**config.mk**
```make
export PLATFORM = sky130hd
export DESIGN_NAME = ram_arbiter_flat
export DESIGN_NICKNAME = d
export VERILOG_FILES = /design/src/rtl/ram_arbiter_if.sv /design/src/rtl/ram_arbiter.sv /design/src/flat_wrapper.sv
export SDC_FILE = /design/constraint.sdc
export NUM_CORES = 1
export LEC_CHECK = 0
export ABC_CLOCK_PERIOD_IN_PS = 2500
export CORE_AREA = 2 2 204 206
export CTS_BUF_LIST = sky130_fd_sc_hd__clkbuf_2
export DETAILED_ROUTE_END_ITERATION = 16
export DIE_AREA = 0 0 206 208
export PLACE_DENSITY = 0.68
export REMOVE_ABC_BUFFERS = 1
export SLEW_MARGIN = 20
export SYNTH_ARGS = -nofsm -noshare
export SYNTH_HDL_FRONTEND = slang
export SYNTH_SLANG_ARGS = --single-unit
```
**constraint.sdc**
```tcl
create_clock -name clk -period 2.5 [get_ports clk]
set_input_delay 0.5 -clock clk [delete_from_list [all_inputs] [get_ports clk]]
set_output_delay 0.5 -clock clk [all_outputs]
set_load 0.03 [all_outputs]
```
**src/rtl/ram_arbiter_if.sv**
```systemverilog
// -----------------------------------------------------------------------------
// ram_arbiter_if
//   Bundles every non-clock signal of the RAM arbiter: the instruction-fetch
//   request/response pair, the load/store request/response pair and the
//   single-port RAM bus.
//
//   slave  : the arbiter's view (takes requests and read data, drives
//            readies, responses and the RAM command).
//   master : the surroundings' view (fetch unit, mem stage and RAM model).
//
//   Signal summary (XLEN = data/address width):
//     if_req_valid/addr, if_req_ready          IF read request handshake
//     if_rsp_valid/rdata                       IF one-cycle response pulse
//     ls_req_valid/addr/wen/wdata/wmask,       LS request handshake
//     ls_req_ready
//     ls_rsp_valid/rdata                       LS one-cycle response pulse
//     ram_addr_o/wen_o/wdata_o/wmask_o         RAM command
//     ram_rdata_i                              RAM read data
// -----------------------------------------------------------------------------
interface ram_arbiter_if #(
    parameter int XLEN = 64
);
    logic            if_req_valid;
    logic [XLEN-1:0] if_req_addr;
    logic            if_req_ready;
    logic            if_rsp_valid;
    logic [XLEN-1:0] if_rsp_rdata;

    logic            ls_req_valid;
    logic [XLEN-1:0] ls_req_addr;
    logic            ls_req_wen;
    logic [XLEN-1:0] ls_req_wdata;
    logic [1:0]      ls_req_wmask;
    logic            ls_req_ready;
    logic            ls_rsp_valid;
    logic [XLEN-1:0] ls_rsp_rdata;

    logic [XLEN-1:0] ram_addr_o;
    logic            ram_wen_o;
    logic [XLEN-1:0] ram_wdata_o;
    logic [1:0]      ram_wmask_o;
    logic [XLEN-1:0] ram_rdata_i;

    modport slave (
        input  if_req_valid, if_req_addr,
        output if_req_ready, if_rsp_valid, if_rsp_rdata,
        input  ls_req_valid, ls_req_addr, ls_req_wen, ls_req_wdata, ls_req_wmask,
        output ls_req_ready, ls_rsp_valid, ls_rsp_rdata,
        output ram_addr_o, ram_wen_o, ram_wdata_o, ram_wmask_o,
        input  ram_rdata_i
    );

    modport master (
        output if_req_valid, if_req_addr,
        input  if_req_ready, if_rsp_valid, if_rsp_rdata,
        output ls_req_valid, ls_req_addr, ls_req_wen, ls_req_wdata, ls_req_wmask,
        input  ls_req_ready, ls_rsp_valid, ls_rsp_rdata,
        input  ram_addr_o, ram_wen_o, ram_wdata_o, ram_wmask_o,
        output ram_rdata_i
    );
endinterface

```
**src/rtl/ram_arbiter.sv**
```systemverilog
// -----------------------------------------------------------------------------
// ram_arbiter
//   Shares one data-RAM port between instruction fetch (read-only) and the
//   load/store stage (read/write). Round-robin grant, one transaction in
//   flight, fixed RAM read latency RAM_LAT (legal 1..4).
//
//   Transaction timeline (handshake in cycle T):
//     T                  IDLE   : ready to the granted requester, payload latched
//     T+1 .. T+RAM_LAT   ACCESS : address held; write pulse only in T+1 for
//                                 stores; read data sampled in T+RAM_LAT
//     T+RAM_LAT+1        RESP   : one-cycle rsp_valid pulse to the owner
//
//   Ports:
//     clk    rising-edge clock
//     rst_n  asynchronous active-low reset
//     bus    ram_arbiter_if.slave (IF/LS request+response, RAM command/data)
//   XLEN must match the width the interface instance was built with.
// -----------------------------------------------------------------------------
module ram_arbiter #(
    parameter int XLEN    = 64,
    parameter int RAM_LAT = 1
) (
    input  logic          clk,
    input  logic          rst_n,
    ram_arbiter_if.slave  bus
);

    typedef enum logic [1:0] {
        IDLE   = 2'd0,
        ACCESS = 2'd1,
        RESP   = 2'd2
    } state_t;

    typedef enum logic {
        OWN_IF = 1'b0,
        OWN_LS = 1'b1
    } owner_t;

    // Index of the ACCESS cycle in which the RAM data is valid.
    localparam logic [2:0] CNT_LAST = 3'(RAM_LAT - 1);

    state_t          state, state_next;
    owner_t          last_grant, owner;
    logic [2:0]      cnt;
    logic [XLEN-1:0] addr_q, wdata_q;
    logic            wen_q;
    logic [1:0]      wmask_q;
    logic [XLEN-1:0] if_rdata_q, ls_rdata_q;

    logic            grant_if, grant_ls;
    logic            if_ready, ls_ready;

    // -------------------------------------------------------------------------
    // Arbitration: a lone requester wins; on contention the one that did not
    // win last time wins. Readies are only offered in IDLE and never in reset.
    // -------------------------------------------------------------------------
    always_comb begin
        grant_if = bus.if_req_valid && (!bus.ls_req_valid || last_grant == OWN_LS);
        grant_ls = bus.ls_req_valid && (!bus.if_req_valid || last_grant == OWN_IF);
        if_ready = rst_n && (state == IDLE) && grant_if;
        ls_ready = rst_n && (state == IDLE) && grant_ls;
    end

    // -------------------------------------------------------------------------
    // FSM: state register
    // -------------------------------------------------------------------------
    // NOTE: clocked state uses non-blocking assignments so every flop samples
    // the pre-edge value of every other flop, independent of process order.
    always_ff @(posedge clk or negedge rst_n) begin
        if (!rst_n) begin
            state <= IDLE;
        end else begin
            state <= state_next;
        end
    end

    // -------------------------------------------------------------------------
    // FSM: next-state logic
    // -------------------------------------------------------------------------
    // NOTE: the default assignment at the top of a combinational block covers
    // every path, so no branch can leave the output unassigned and infer a latch.
    always_comb begin
        state_next = state;
        unique case (state)
            IDLE:    if (if_ready || ls_ready) state_next = ACCESS;
            ACCESS:  if (cnt == CNT_LAST)      state_next = RESP;
            RESP:    state_next = IDLE;
            default: state_next = IDLE;
        endcase
    end

    // -------------------------------------------------------------------------
    // Datapath: request capture, latency counter, response data registers
    // -------------------------------------------------------------------------
    always_ff @(posedge clk or negedge rst_n) begin
        if (!rst_n) begin
            last_grant <= OWN_LS;   // makes IF the first winner on contention
            owner      <= OWN_IF;
            cnt        <= '0;
            addr_q     <= '0;
            wdata_q    <= '0;
            wen_q      <= 1'b0;
            wmask_q    <= '0;
            if_rdata_q <= '0;
            ls_rdata_q <= '0;
        end else begin
            if (if_ready) begin
                // Fetch is read-only: force the write controls off.
                addr_q     <= bus.if_req_addr;
                wdata_q    <= '0;
                wen_q      <= 1'b0;
                wmask_q    <= '0;
                owner      <= OWN_IF;
                last_grant <= OWN_IF;
            end else if (ls_ready) begin
                addr_q     <= bus.ls_req_addr;
                wdata_q    <= bus.ls_req_wdata;
                wen_q      <= bus.ls_req_wen;
                wmask_q    <= bus.ls_req_wmask;
                owner      <= OWN_LS;
                last_grant <= OWN_LS;
            end

            if (if_ready || ls_ready) begin
                cnt <= '0;
            end else if (state == ACCESS) begin
                cnt <= cnt + 3'd1;
            end

            // Capture in the last ACCESS cycle; each register then holds until
            // its owner's next response. A store answers with zero data.
            if (state == ACCESS && cnt == CNT_LAST) begin
                if (owner == OWN_IF) begin
                    if_rdata_q <= bus.ram_rdata_i;
                end else begin
                    ls_rdata_q <= wen_q ? '0 : bus.ram_rdata_i;
                end
            end
        end
    end

    // -------------------------------------------------------------------------
    // FSM: outputs
    // -------------------------------------------------------------------------
    always_comb begin
        bus.if_req_ready = if_ready;
        bus.ls_req_ready = ls_ready;

        // Address and write data simply expose the capture registers, so they
        // hold the last transaction's values outside ACCESS.
        bus.ram_addr_o  = addr_q;
        bus.ram_wdata_o = wdata_q;

        // Write strobe only in the first ACCESS cycle of a store.
        bus.ram_wen_o   = (state == ACCESS) && (cnt == 3'd0) && wen_q;
        bus.ram_wmask_o = bus.ram_wen_o ? wmask_q : 2'b00;

        bus.if_rsp_valid = (state == RESP) && (owner == OWN_IF);
        bus.ls_rsp_valid = (state == RESP) && (owner == OWN_LS);
        bus.if_rsp_rdata = if_rdata_q;
        bus.ls_rsp_rdata = ls_rdata_q;
    end

endmodule
```
**src/flat_wrapper.sv**
```systemverilog
// flat-port wrapper written by rule: the top's interface ports become plain ports
module ram_arbiter_flat 
#(
    parameter int XLEN    = 64,
    parameter int RAM_LAT = 1
)
  (clk, rst_n, bus_if_req_valid, bus_if_req_addr, bus_if_req_ready, bus_if_rsp_valid, bus_if_rsp_rdata, bus_ls_req_valid, bus_ls_req_addr, bus_ls_req_wen, bus_ls_req_wdata, bus_ls_req_wmask, bus_ls_req_ready, bus_ls_rsp_valid, bus_ls_rsp_rdata, bus_ram_addr_o, bus_ram_wen_o, bus_ram_wdata_o, bus_ram_wmask_o, bus_ram_rdata_i);
  ram_arbiter_if #(.XLEN(XLEN)) bus_i ();
  input  logic clk;
  input  logic rst_n;
  input wire logic [$bits(bus_i.if_req_valid)-1:0] bus_if_req_valid;
  input wire logic [$bits(bus_i.if_req_addr)-1:0] bus_if_req_addr;
  output wire logic [$bits(bus_i.if_req_ready)-1:0] bus_if_req_ready;
  output wire logic [$bits(bus_i.if_rsp_valid)-1:0] bus_if_rsp_valid;
  output wire logic [$bits(bus_i.if_rsp_rdata)-1:0] bus_if_rsp_rdata;
  input wire logic [$bits(bus_i.ls_req_valid)-1:0] bus_ls_req_valid;
  input wire logic [$bits(bus_i.ls_req_addr)-1:0] bus_ls_req_addr;
  input wire logic [$bits(bus_i.ls_req_wen)-1:0] bus_ls_req_wen;
  input wire logic [$bits(bus_i.ls_req_wdata)-1:0] bus_ls_req_wdata;
  input wire logic [$bits(bus_i.ls_req_wmask)-1:0] bus_ls_req_wmask;
  output wire logic [$bits(bus_i.ls_req_ready)-1:0] bus_ls_req_ready;
  output wire logic [$bits(bus_i.ls_rsp_valid)-1:0] bus_ls_rsp_valid;
  output wire logic [$bits(bus_i.ls_rsp_rdata)-1:0] bus_ls_rsp_rdata;
  output wire logic [$bits(bus_i.ram_addr_o)-1:0] bus_ram_addr_o;
  output wire logic [$bits(bus_i.ram_wen_o)-1:0] bus_ram_wen_o;
  output wire logic [$bits(bus_i.ram_wdata_o)-1:0] bus_ram_wdata_o;
  output wire logic [$bits(bus_i.ram_wmask_o)-1:0] bus_ram_wmask_o;
  input wire logic [$bits(bus_i.ram_rdata_i)-1:0] bus_ram_rdata_i;
  assign bus_i.if_req_valid = bus_if_req_valid;
  assign bus_i.if_req_addr = bus_if_req_addr;
  assign bus_if_req_ready = bus_i.if_req_ready;
  assign bus_if_rsp_valid = bus_i.if_rsp_valid;
  assign bus_if_rsp_rdata = bus_i.if_rsp_rdata;
  assign bus_i.ls_req_valid = bus_ls_req_valid;
  assign bus_i.ls_req_addr = bus_ls_req_addr;
  assign bus_i.ls_req_wen = bus_ls_req_wen;
  assign bus_i.ls_req_wdata = bus_ls_req_wdata;
  assign bus_i.ls_req_wmask = bus_ls_req_wmask;
  assign bus_ls_req_ready = bus_i.ls_req_ready;
  assign bus_ls_rsp_valid = bus_i.ls_rsp_valid;
  assign bus_ls_rsp_rdata = bus_i.ls_rsp_rdata;
  assign bus_ram_addr_o = bus_i.ram_addr_o;
  assign bus_ram_wen_o = bus_i.ram_wen_o;
  assign bus_ram_wdata_o = bus_i.ram_wdata_o;
  assign bus_ram_wmask_o = bus_i.ram_wmask_o;
  assign bus_i.ram_rdata_i = bus_ram_rdata_i;
  ram_arbiter #(.XLEN(XLEN), .RAM_LAT(RAM_LAT)) u_core (.clk(clk), .rst_n(rst_n), .bus(bus_i));
endmodule
```
==> results.md, run 1 <==
- Wire length on met1: roughly 15 mm
- IO Port Bufs: approximately 530
- EDFF count, synth: 0
- DR iter-0 viols: approximately 430
- CP Capture Type: primary output
- Critical path type: reg -> out
- Hold Crit Class: in -> reg
- Slew Viols, Final: 0
- Row count: 74
- Clk_lat worst skew: 880 ps
- Layout Cell Area excl Fill: 18,000 um2
- Non-filler cells, final: 2,057
- Number of synthesized register bits: between 200 and 300
- Met2 wire length: 18.5 mm
- Wirelength, routed: 39.4 mm
- Vias: a little over 10,000
- Worst slew pin tran: 898 ps
- Pin count of the biggest net entering global routing: 153
- Final Skew: about 76 ps
- Syn_area_per_cell: around 12 um2
- Post-Synth Simple-Gate Area: 0.0841
- Final ANT Viol Nets: 0
- Fillers: approximately 4,000
- Async S/R FF share, synth: 1.00
- VDD IR max: around 730 uV
- Share of cells above drive strength 1: 0.129
- Area of the die: around 43,000 um2
- TNS Setup: -228 ps
- Fin crit share: 1.03
- Clock-pin slew on the worst setup and hold paths: approximately 120 ps
- CTS Root Buffer Type: clkbuf_2
- Seq/Total Area, Yosys: 0.584
- MaxCap Viol Count: 0
- Leak: roughly 8.0 nW
- GRT Overall Usage: 0.178
- DP Wirelength: 27.6 mm
- Critical Path AT: between 2000 and 2500 ps
- H-tree Lvls: 3
- Drt pass-1 iters: 5
- Synth Area in Adders: 0.00219
- Main combinational cell family by area after synthesis: compound AO/OA/AOI/OAI gates
- Clock Path Buffers: 3
- Util after Layout: 0.443
- Vias in the first global route: roughly 11,000
- Final Hold Vio Count: 0
- Synth Area in Compound Gates: 0.159
- Netlist Area Pre-Place: between 10,000 and 15,000 um2
- Ys flop type: dfrtp_1
- CTS tree: built
- Die W: slightly above 200 um
- Cell area after placement: between 15,000 and 20,000 um2
- Synth Area in XOR/XNOR: 0.00154
- Setup-failing EPs final: 5
- Final GP Congestion: just under 0.8
- Period minus WS final: 2580 ps
- Multiplexer share of the synthesized area: 0.127
- Synth unique cells: 37
- Status: finished, violations left
- Initial Util: 0.281
- Initial antenna violation count: 2
- Max Fanout on Critical Path: 4
- Global-route wire length before repair: 59.9 mm
- Final #Nets: between 1,500 and 2,000
- Worst slew margin: 0.401
- Mapped Cells: 916
- Failing checks: negative setup slack
- Worst Path Required: 2000 ps
- Startpoint Class: register
- # DRC: 0
- Dpl cells: about 1,900
- Routed len/inst: around 19 um
- I/O pins: 526
- Uppermost routed layer: met5
- Yosys warnings: 0
- Pwr Density: 1300 nW/um2
- DIE HEIGHT: about 210 um
- FMAX: approximately 390 MHz
- RSZ-0062 raised after global routing: true
- Via-per-instance ratio: between 4 and 5
- GRT overflow: 0
- Area of the core: around 41,000 um2
- Met3 WL: approximately 4.2 mm
- CTS Buf Count: 74
- CTS sink cnt: approximately 270
- Post-route setup slack: -78.6 ps
- Synthesis-to-finish area growth: 57.4%
==> sequential cells by signal, summed over array words and instances (netlist names) <==
| name | count |
|---|---|
| u_core.bus.if_rsp_rdata | 64 |
| u_core.last_grant | 1 |
| u_core.bus.ram_wdata_o | 64 |
| u_core.owner | 1 |
| u_core.wmask_q | 2 |
| u_core.bus.ram_addr_o | 64 |
| u_core.cnt | 3 |
| u_core.wen_q | 1 |
| u_core.bus.ls_rsp_rdata | 64 |
| u_core.state | 2 |
==> cell usage after synthesis (all sizes together) (2+ instances only) <==
cell    count  share of area
buf        49          0.025
nor2b      67          0.037
nor3b       2         0.0018
ha          2         0.0022
a22o       67          0.051
and3        3         0.0016
nand4      64          0.035
o21a        2         0.0013
nor2        3        0.00099
clkbuf     49          0.016
a21oi      64          0.028
dfrtp     265           0.58
a31oi      64          0.035
o31ai      64          0.042
mux2      128           0.13
nand2       4         0.0015
inv         5         0.0016
and2        2         0.0011
==> path summary, 6_finish.rpt <==
| path | from | end | slack, ps | depth (start not counted) |
|---|---|---|---|---|
| min reg2reg | u_core.bus.if_rsp_rdata[23] | u_core.bus.if_rsp_rdata[23] | 480 | 1 |
| max reg2reg | u_core.cnt[1] | u_core.bus.if_rsp_rdata[20] | 200 | 7 |
| min | bus_ls_req_addr[0] | u_core.bus.ram_addr_o[0] | 210 | 3 |
| max in group asynchronous | rst_n | u_core.bus.ram_addr_o[19] | 760 | 4 |
| min in group asynchronous | rst_n | u_core.cnt[1] | 350 | 3 |
| max | u_core.cnt[1] | bus_ram_wmask_o[1] | -80 | 5 |
==> what timing repair did <==
action,4_1_cts,5_1_grt
pin swaps,4,3
setup endpoints to repair,262,5
setup buffers,10,3
endpoints found under the hold margin,56,0
hold buffers,11,0
gates resized for setup,300,2
==> worst max-delay path: stages (launching register included) <==
cell      delay (ps)
dfrtp_1          400
inv_1             60
ha_2             160
and4bb_4         270
and3_1           170
buf_6            130
==> power by group <==
group	switching [mW]	total (mW)	internal, mW
registers	1.16	7.63	6.47
logic	8.02	12.6	4.63
clock network	1.77	3.06	1.29
==> area by class of cell <==
class / count / area [um2] / share of cell area
inverters: 5 / 18.8 / 0.00105
clock buffers: 103 / 515 / 0.0287
flip-flops and latches: 266 / 6660 / 0.371
well taps: 532 / 666 / 0.0371
multi-input cells: 547 / 4310 / 0.240
clock inverters: 14 / 113 / 0.00627
repair buffers: 589 / 5660 / 0.315
diodes: 1 / 2.50 / 0.000139
==> placed cells by master (no fill, tap or decap), drive strengths merged, types with 4 or more instances in the layout <==
cell type and n:
clkdlybuf4s50 261, buf 62, nand2 4, dlygate4sd3 11
clkinv 11, nand4 64, inv 6, a22o 67
nor2b 67, a31oi 64, clkbuf 103, dfrtp 265
mux2 128, o31ai 64, a21oi 64, dlygate4sd2 255
==> metal layers <==
| layer | up-vias | global-route usage |
|---|---|---|
| met5 | - | 0 |
| met4 | 2 | 0.0855 |
| met3 | 92 | 0.0659 |
| met2 | 519 | 0.289 |
| met1 | 4857 | 0.207 |
| li1 | 4621 | - |
==> logic make-up (layout without fill, tap and decap cells) <==
family	after synthesis	in the layout
other cells	0	1
xor+xnor	2	2
compound gates	262	262
flops	266	266
buf+inv	103	711
mux	129	129
fa+ha+maj	2	2
simple gates	152	152
==> per-stage QoR <==
step | hold slack (ps) | total power [mW] | worst slack, ps
after CTS | 0.0424 | 23.7 | -253
after global routing | 63.5 | 24.8 | -289
after floorplan | 204 | 15.1 | -4730
final | 207 | 23.3 | -78.6
after global placement | 466 | 21.6 | 211
after detailed placement | 474 | 21.8 | 143
Power figures use the tool's default switching activity.
==> run 2, diff against run 1 <==
--- a/config.mk
+++ b/config.mk
@@ -10,6 +10,7 @@
 export CTS_BUF_LIST = sky130_fd_sc_hd__clkbuf_2
 export DETAILED_ROUTE_END_ITERATION = 16
 export DIE_AREA = 0 0 206 208
+export HOLD_SLACK_MARGIN = 0.06
 export PLACE_DENSITY = 0.68
 export REMOVE_ABC_BUFFERS = 1
 export SLEW_MARGIN = 20
==> results.md, run 2 (synthesized netlist as in run 1, its figures left out) <==
- Status: finished, violations left
- Failing checks: negative setup slack
- Comb power frac: 0.545 (+0.003)
- Global-route wire length before repair: 63.1 mm (+5.4%)
- Worst slew pin tran: 938 ps (+39.6 ps)
- RR Startpoint: u_core.cnt[1]
- TNS Setup: -352 ps (-124 ps)
- MaxCap Viol Count: 0 (unchanged)
- Clock Path Buffers: 3 (unchanged)
- Setup-failing EPs final: 5 (unchanged)
- CP Capture Type: primary output
- Sw frac: 0.470 (+0.000667)
- Row count: 74 (unchanged)
- Int Pwr: 12.5 mW (+0.86%)
- Wirelength, routed: 41.3 mm (+4.7%)
- # DRC: 0 (unchanged)
- Fillers: 3,754 (-4.6%)
- Synthesis-to-finish area growth: 67.3%
- Hold path startpoint: bus_ls_req_wdata[44]
- I/O pins: 526 (unchanged)
- R2r endpoint: u_core.bus.if_rsp_rdata[20]
- H-tree Lvls: 3 (unchanged)
- Layout Cell Area excl Fill: 19,100 um2 (+6.3%)
- DIE HEIGHT: 208 um (unchanged)
- VDD IR max: 729 uV (+0.49%)
- Die W: 206 um (unchanged)
- IO Port Bufs: 525 (unchanged)
- Reg power frac: 0.324 (-0.003)
- Slew Viols, Final: 0 (unchanged)
- FF/Latch Area: 6660 um2 (unchanged)
- Hold endpoint: u_core.bus.ram_wdata_o[44]
- Hold Crit Class: in -> reg
- Final #Nets: 1,860 (+6.4%)
- Worst stage delay on the critical path: 400 ps (about the same)
- Share of cells above drive strength 1: 0.120 (-0.00946)
- Period minus WS final: 2610 ps (+31.7 ps)
- Pin count of the biggest net entering global routing: 153 (unchanged)
- Area of the die: 42,800 um2 (unchanged)
- Via-per-instance ratio: 4.92 (+0.27%)
- Critical Path AT: 2110 ps (+30 ps)
- Worst slew margin: 0.375 (-0.0264)
- Crit path cell chain: inv_1, ha_2, and4bb_4, and3_1, buf_6
- FMAX: 383 MHz (-1.2%)
- Hold Path Stages: 2 (-1)
- Critical path type: reg -> out
- DR iter-0 viols: 503 (+18%)
- Worst Path Required: 2000 ps (about the same)
- GRT Overall Usage: 0.187 (+0.00901)
- Final GP Congestion: 0.790 (unchanged)
- Most frequent cells in the layout: clkdlybuf4s50_1, dfrtp_1, dlygate4sd2_1
- Cell area after placement: 17,400 um2 (unchanged)
- Vias: 10,700 (+5.8%)
- Worst reg2reg path depth: 7 (unchanged)
- CTS sink cnt: 266 (unchanged)
- Final ANT Viol Nets: 0 (unchanged)
- CTS Buf Count: 74 (unchanged)
- Pwr Density: 1230 nW/um2 (-5.0%)
- Leak: 8.48 nW (+5.8%)
- Multi-input logic area: 4310 um2 (unchanged)
- Initial antenna violation count: 2 (unchanged)
- RSZ-0062 raised after global routing: true
- Max Fanout on Critical Path: 4 (unchanged)
- Vias in the first global route: 11,300 (+7.4%)
- Post-route setup slack: -110 ps (-31.7 ps)
- DP Wirelength: 27.6 mm (unchanged)
- Non-filler cells, final: 2,171 (+5.5%)
- Startpoint Class: register
- Clock power frac: 0.131 (about the same)
- Sw Pwr: 11.1 mW (+1.1%)
- Reg2Reg Setup Slack: 170 ps (-30 ps)
- CTS tree: built
- CTS Root Buffer Type: clkbuf_2
- Clock-pin slew on the worst setup and hold paths: 120 ps (about the same)
- Slowest cell on crit path: dfrtp_1
- Final Skew: 107 ps (+30.9 ps)
- Place WS: 143 ps (unchanged)
- Clk_lat worst skew: 910 ps (+30 ps)
- Dpl cells: 1,915 (unchanged)
- Fin crit share: 1.04 (+0.0127)
- Routed len/inst: 19.0 um (-0.84%)
- Initial Util: 0.281 (unchanged)
- Final Hold Vio Count: 0 (unchanged)
- Drt pass-1 iters: 5 (unchanged)
- GRT overflow: 0 (unchanged)
- Area of the core: 40,600 um2 (unchanged)
run 2: worst max path at each step:
stage,startpoint,endpoint,slack (ps),depth (start not counted)
finish,u_core.cnt[1],bus_ram_wmask_o[1],-110,5
global route,u_core.cnt[1],bus_ram_wmask_o[1],-320,5
CTS,u_core.cnt[1],bus_ram_wmask_o[0],-250,5
detailed placement,rst_n,u_core.bus.ram_addr_o[51],140,5
global placement,rst_n,u_core.bus.ram_addr_o[51],210,5
floorplan,u_core.state[0],u_core.bus.ram_wdata_o[0],-4730,3
run 2: area by class of cell:
class,count,area share
Antenna cell,3,0.000393
Multi-Input combinational cell,547,0.226
Tap cell,532,0.0349
Clock buffer,103,0.0270
Inverter,5,0.000984
Clock inverter,14,0.00590
Timing Repair Buffer,701,0.356
Sequential cell,266,0.349
run 2: routing by layer:
| layer | global-route usage | vias up | part of all wire |
|---|---|---|---|
| met5 | 0 | - | 0 |
| met2 | 0.308 | 573 | 0.48 |
| met3 | 0.0650 | 108 | 0.10 |
| met1 | 0.214 | 5150 | 0.38 |
| li1 | - | 4848 | - |
| met4 | 0.0951 | 0 | 0.039 |
run 2: stage by stage:
step	hold slack, ps	utilization	power, mW
after floorplan	204	-	15.1
after global placement	466	0.429	21.6
after detailed placement	474	0.429	21.8
after CTS	60.4	0.470	23.8
after global routing	73.6	0.470	25.0
final	221	0.471	23.6
run 2: worst max-delay path, delay by kind of cell, from the launching register on:
| family | cells | cell delay (ps) |
|---|---|---|
| flops | 1 | 400 |
| fa+ha+maj | 1 | 160 |
| buf+inv | 2 | 190 |
| simple gates | 2 | 440 |
run 2: timing repair:
item	in CTS	in global routing
hold endpoints to repair	139	0
pin swaps	4	3
resized for setup	300	2
buffers inserted	10	2
hold buffers	124	0
setup endpoints to repair	262	5
run 2: power groups by stage:
stage	clock, mW	sequential, mW	combinational, mW
after floorplan	0	11.8	3.23
after global placement	0	7.69	13.9
after detailed placement	0	7.76	14.1
after CTS	3.27	7.63	12.9
after global routing	3.50	7.91	13.6
final	3.09	7.63	12.8
==> run 3, diff against run 2 <==
--- a/config.mk
+++ b/config.mk
@@ -6,12 +6,12 @@
 export NUM_CORES = 1
 export LEC_CHECK = 0
 export ABC_CLOCK_PERIOD_IN_PS = 2500
-export CORE_AREA = 2 2 204 206
+export CORE_AREA = 8 8 198 200
 export CTS_BUF_LIST = sky130_fd_sc_hd__clkbuf_2
 export DETAILED_ROUTE_END_ITERATION = 16
 export DIE_AREA = 0 0 206 208
 export HOLD_SLACK_MARGIN = 0.06
-export PLACE_DENSITY = 0.68
+export PLACE_DENSITY = 0.74
 export REMOVE_ABC_BUFFERS = 1
 export SLEW_MARGIN = 20
 export SYNTH_ARGS = -nofsm -noshare
==> results.md, run 3 (synthesized netlist as in run 1, its figures left out) <==
- DP Wirelength: 30.2 mm (+9.2%)
- Comb power frac: 0.547 (+0.002)
- Post-route setup slack: -27.7 ps (+82.6 ps)
- Setup-failing EPs final: 2 (-3)
- Row count: 70 (-5.4%)
- Failing checks: negative setup slack
- Dpl cells: 1,842 (-3.8%)
- Worst Path Required: 2000 ps (about the same)
- Clock Path Buffers: 3 (unchanged)
- Startpoint Class: register
- Hold Crit Class: in -> reg
- GRT overflow: 0 (unchanged)
- # DRC: 0 (unchanged)
- Area of the core: 36,100 um2 (-11%)
- Routed len/inst: 21.2 um (+12%)
- Share of cells above drive strength 1: 0.125 (+0.00544)
- Fin crit share: 1.01 (-0.0330)
- Global-route wire length before repair: 64.2 mm (+1.7%)
- Clock-pin slew on the worst setup and hold paths: 110 ps (about the same)
- Sw frac: 0.466 (-0.00397)
- Util after Layout: 0.495 (+0.0243)
- IO Port Bufs: 525 (unchanged)
- Clock power frac: 0.132 (about the same)
- Status: finished, violations left
- Final GP Congestion: 0.817 (+3.5%)
- GRT Overall Usage: 0.187 (about the same)
- Leak: 8.17 nW (-3.7%)
- Final Skew: 70.1 ps (-36.4 ps)
- Pin count of the biggest net entering global routing: 155 (+1.3%)
- Worst slew pin tran: 973 ps (+35.3 ps)
- Clk_lat worst skew: 830 ps (-80 ps)
- Final ANT Viol Nets: 0 (unchanged)
- MaxCap Viol Count: 0 (unchanged)
- CTS Buf Count: 72 (-2.7%)
- Slew Viols, Final: 0 (unchanged)
- Fillers: 3,297 (-12%)
- Wirelength, routed: 42.0 mm (+1.9%)
- Worst slew margin: 0.351 (-0.0235)
- Vias: 10,100 (-5.3%)
- DR iter-0 viols: 526 (+4.6%)
- CP Capture Type: primary output
- I/O pins: 526 (unchanged)
- Sw Pwr: 11.1 mW (about the same)
- Period minus WS final: 2530 ps (-82.6 ps)
- Place WS: 254 ps (+111 ps)
- CTS tree: built
- H-tree Lvls: 3 (unchanged)
- Final #Nets: 1,727 (-7.2%)
- Non-filler cells, final: 1,979 (-8.8%)
- Critical path type: reg -> out
- Critical Path AT: 2030 ps (-80 ps)
- Via-per-instance ratio: 5.11 (+3.9%)
- Area of the die: 42,800 um2 (unchanged)
- Initial antenna violation count: 4 (+2)
- VDD IR max: 915 uV (+25%)
- Drt pass-1 iters: 8 (+3)
- Most frequent cells in the layout: clkdlybuf4s50_1, dfrtp_1, dlygate4sd2_1
- Max Fanout on Critical Path: 5 (+1)
- Final Hold Vio Count: 0 (unchanged)
- Commonest non-fill, non-tap cell in the layout: clkdlybuf4s50_1
- Reg power frac: 0.322 (-0.002)
- Vias in the first global route: 10,900 (-3.8%)
- TNS Setup: -46.5 ps (+306 ps)
- CTS Root Buffer Type: clkbuf_2
- Die W: 206 um (unchanged)
- CTS sink cnt: 266 (unchanged)
- Pwr Density: 1330 nW/um2 (+7.9%)
- DIE HEIGHT: 208 um (unchanged)
- Int Pwr: 12.7 mW (+1.7%)
- FMAX: 396 MHz (+3.3%)
- Initial Util: 0.316 (+0.0348)
- Total power: 23.8 mW (+0.94%)
- Synthesis-to-finish area growth: 56.6%
- RSZ-0062 raised after global routing: true
==> run 3: changes by cell type in the layout (fill, tap and decap cells not counted), sizes merged <==
cell / previous run / this run
inv: 6 / 5
clkbuf: 103 / 105
dlygate4sd2: 255 / 172
diode: 3 / 2
clkinv: 11 / 13
clkdlybuf4s50: 261 / 305
buf: 61 / 53
dlymetal6s2s: 0 / 39
dlygate4sd3: 124 / 1
clkinvlp: 0 / 1
==> run 3: layer usage <==
metal  vias to the layer above  GRT usage  wire length, um
li1                       4575          -                -
met3                        75     0.0823             4860
met5                         -          0               13
met1                      4914      0.215            16100
met2                       550      0.305            20000
met4                         2     0.0661             1130
==> run 3: worst max-delay path, stage by stage, from the launching register on <==
cell	delay [ps]
dfrtp_2	450
nor3b_4	350
and3_4	260
buf_6	140
==> run 3: final timing paths <==
kind                                             start                           to  slack [ps]  cells past startpoint
setup / recovery                       u_core.state[0]             bus_ls_req_ready         -30                      3
hold / removal                     bus_ls_req_addr[20]    u_core.bus.ram_addr_o[20]         230                      3
setup reg to reg                       u_core.state[0]     u_core.bus.ram_addr_o[3]         230                      5
hold reg to reg            u_core.bus.if_rsp_rdata[47]  u_core.bus.if_rsp_rdata[47]         480                      1
max in group asynchronous                        rst_n    u_core.bus.ram_addr_o[28]         720                      4
min in group asynchronous                        rst_n              u_core.state[0]         410                      3
==> run 3: power groups by stage <==
stage / clock, mW / combinational (mW) / sequential, mW
after floorplan: 0 / 3.23 / 11.8
after global placement: 0 / 13.8 / 7.70
after detailed placement: 0 / 14.0 / 7.78
after CTS: 3.29 / 13.1 / 7.67
after global routing: 3.52 / 13.7 / 7.94
final: 3.13 / 13.0 / 7.65
==> run 3: metrics by stage <==
| step | area, um2 | hold slack (ps) |
|---|---|---|
| detailed placement | 17200 | 474 |
| global route | 17900 | 113 |
| CTS | 17700 | 97.8 |
| finish | 17900 | 226 |
| floorplan | 10900 | 204 |
| global placement | 17200 | 466 |
==> run 3: layout make-up <==
| class | instances | area (um2) | area share |
|---|---|---|---|
| antenna | 2 | 5.00 | 0.000280 |
| clock buffer | 105 | 526 | 0.0294 |
| clock inverter | 16 | 123 | 0.00687 |
| inverter | 5 | 18.8 | 0.00105 |
| multi-input combinational | 547 | 4310 | 0.242 |
| sequential | 266 | 6660 | 0.373 |
| tap | 468 | 586 | 0.0328 |
| timing repair buffer | 570 | 5620 | 0.315 |
==> run 3: what timing repair did <==
item                       in CTS  in global routing
hold endpoints to repair       42                  0
buffers inserted                8                  5
pin swaps                       3                  6
gates resized for setup       208                 46
hold buffers                    1                  0
setup endpoints to repair     179                 46
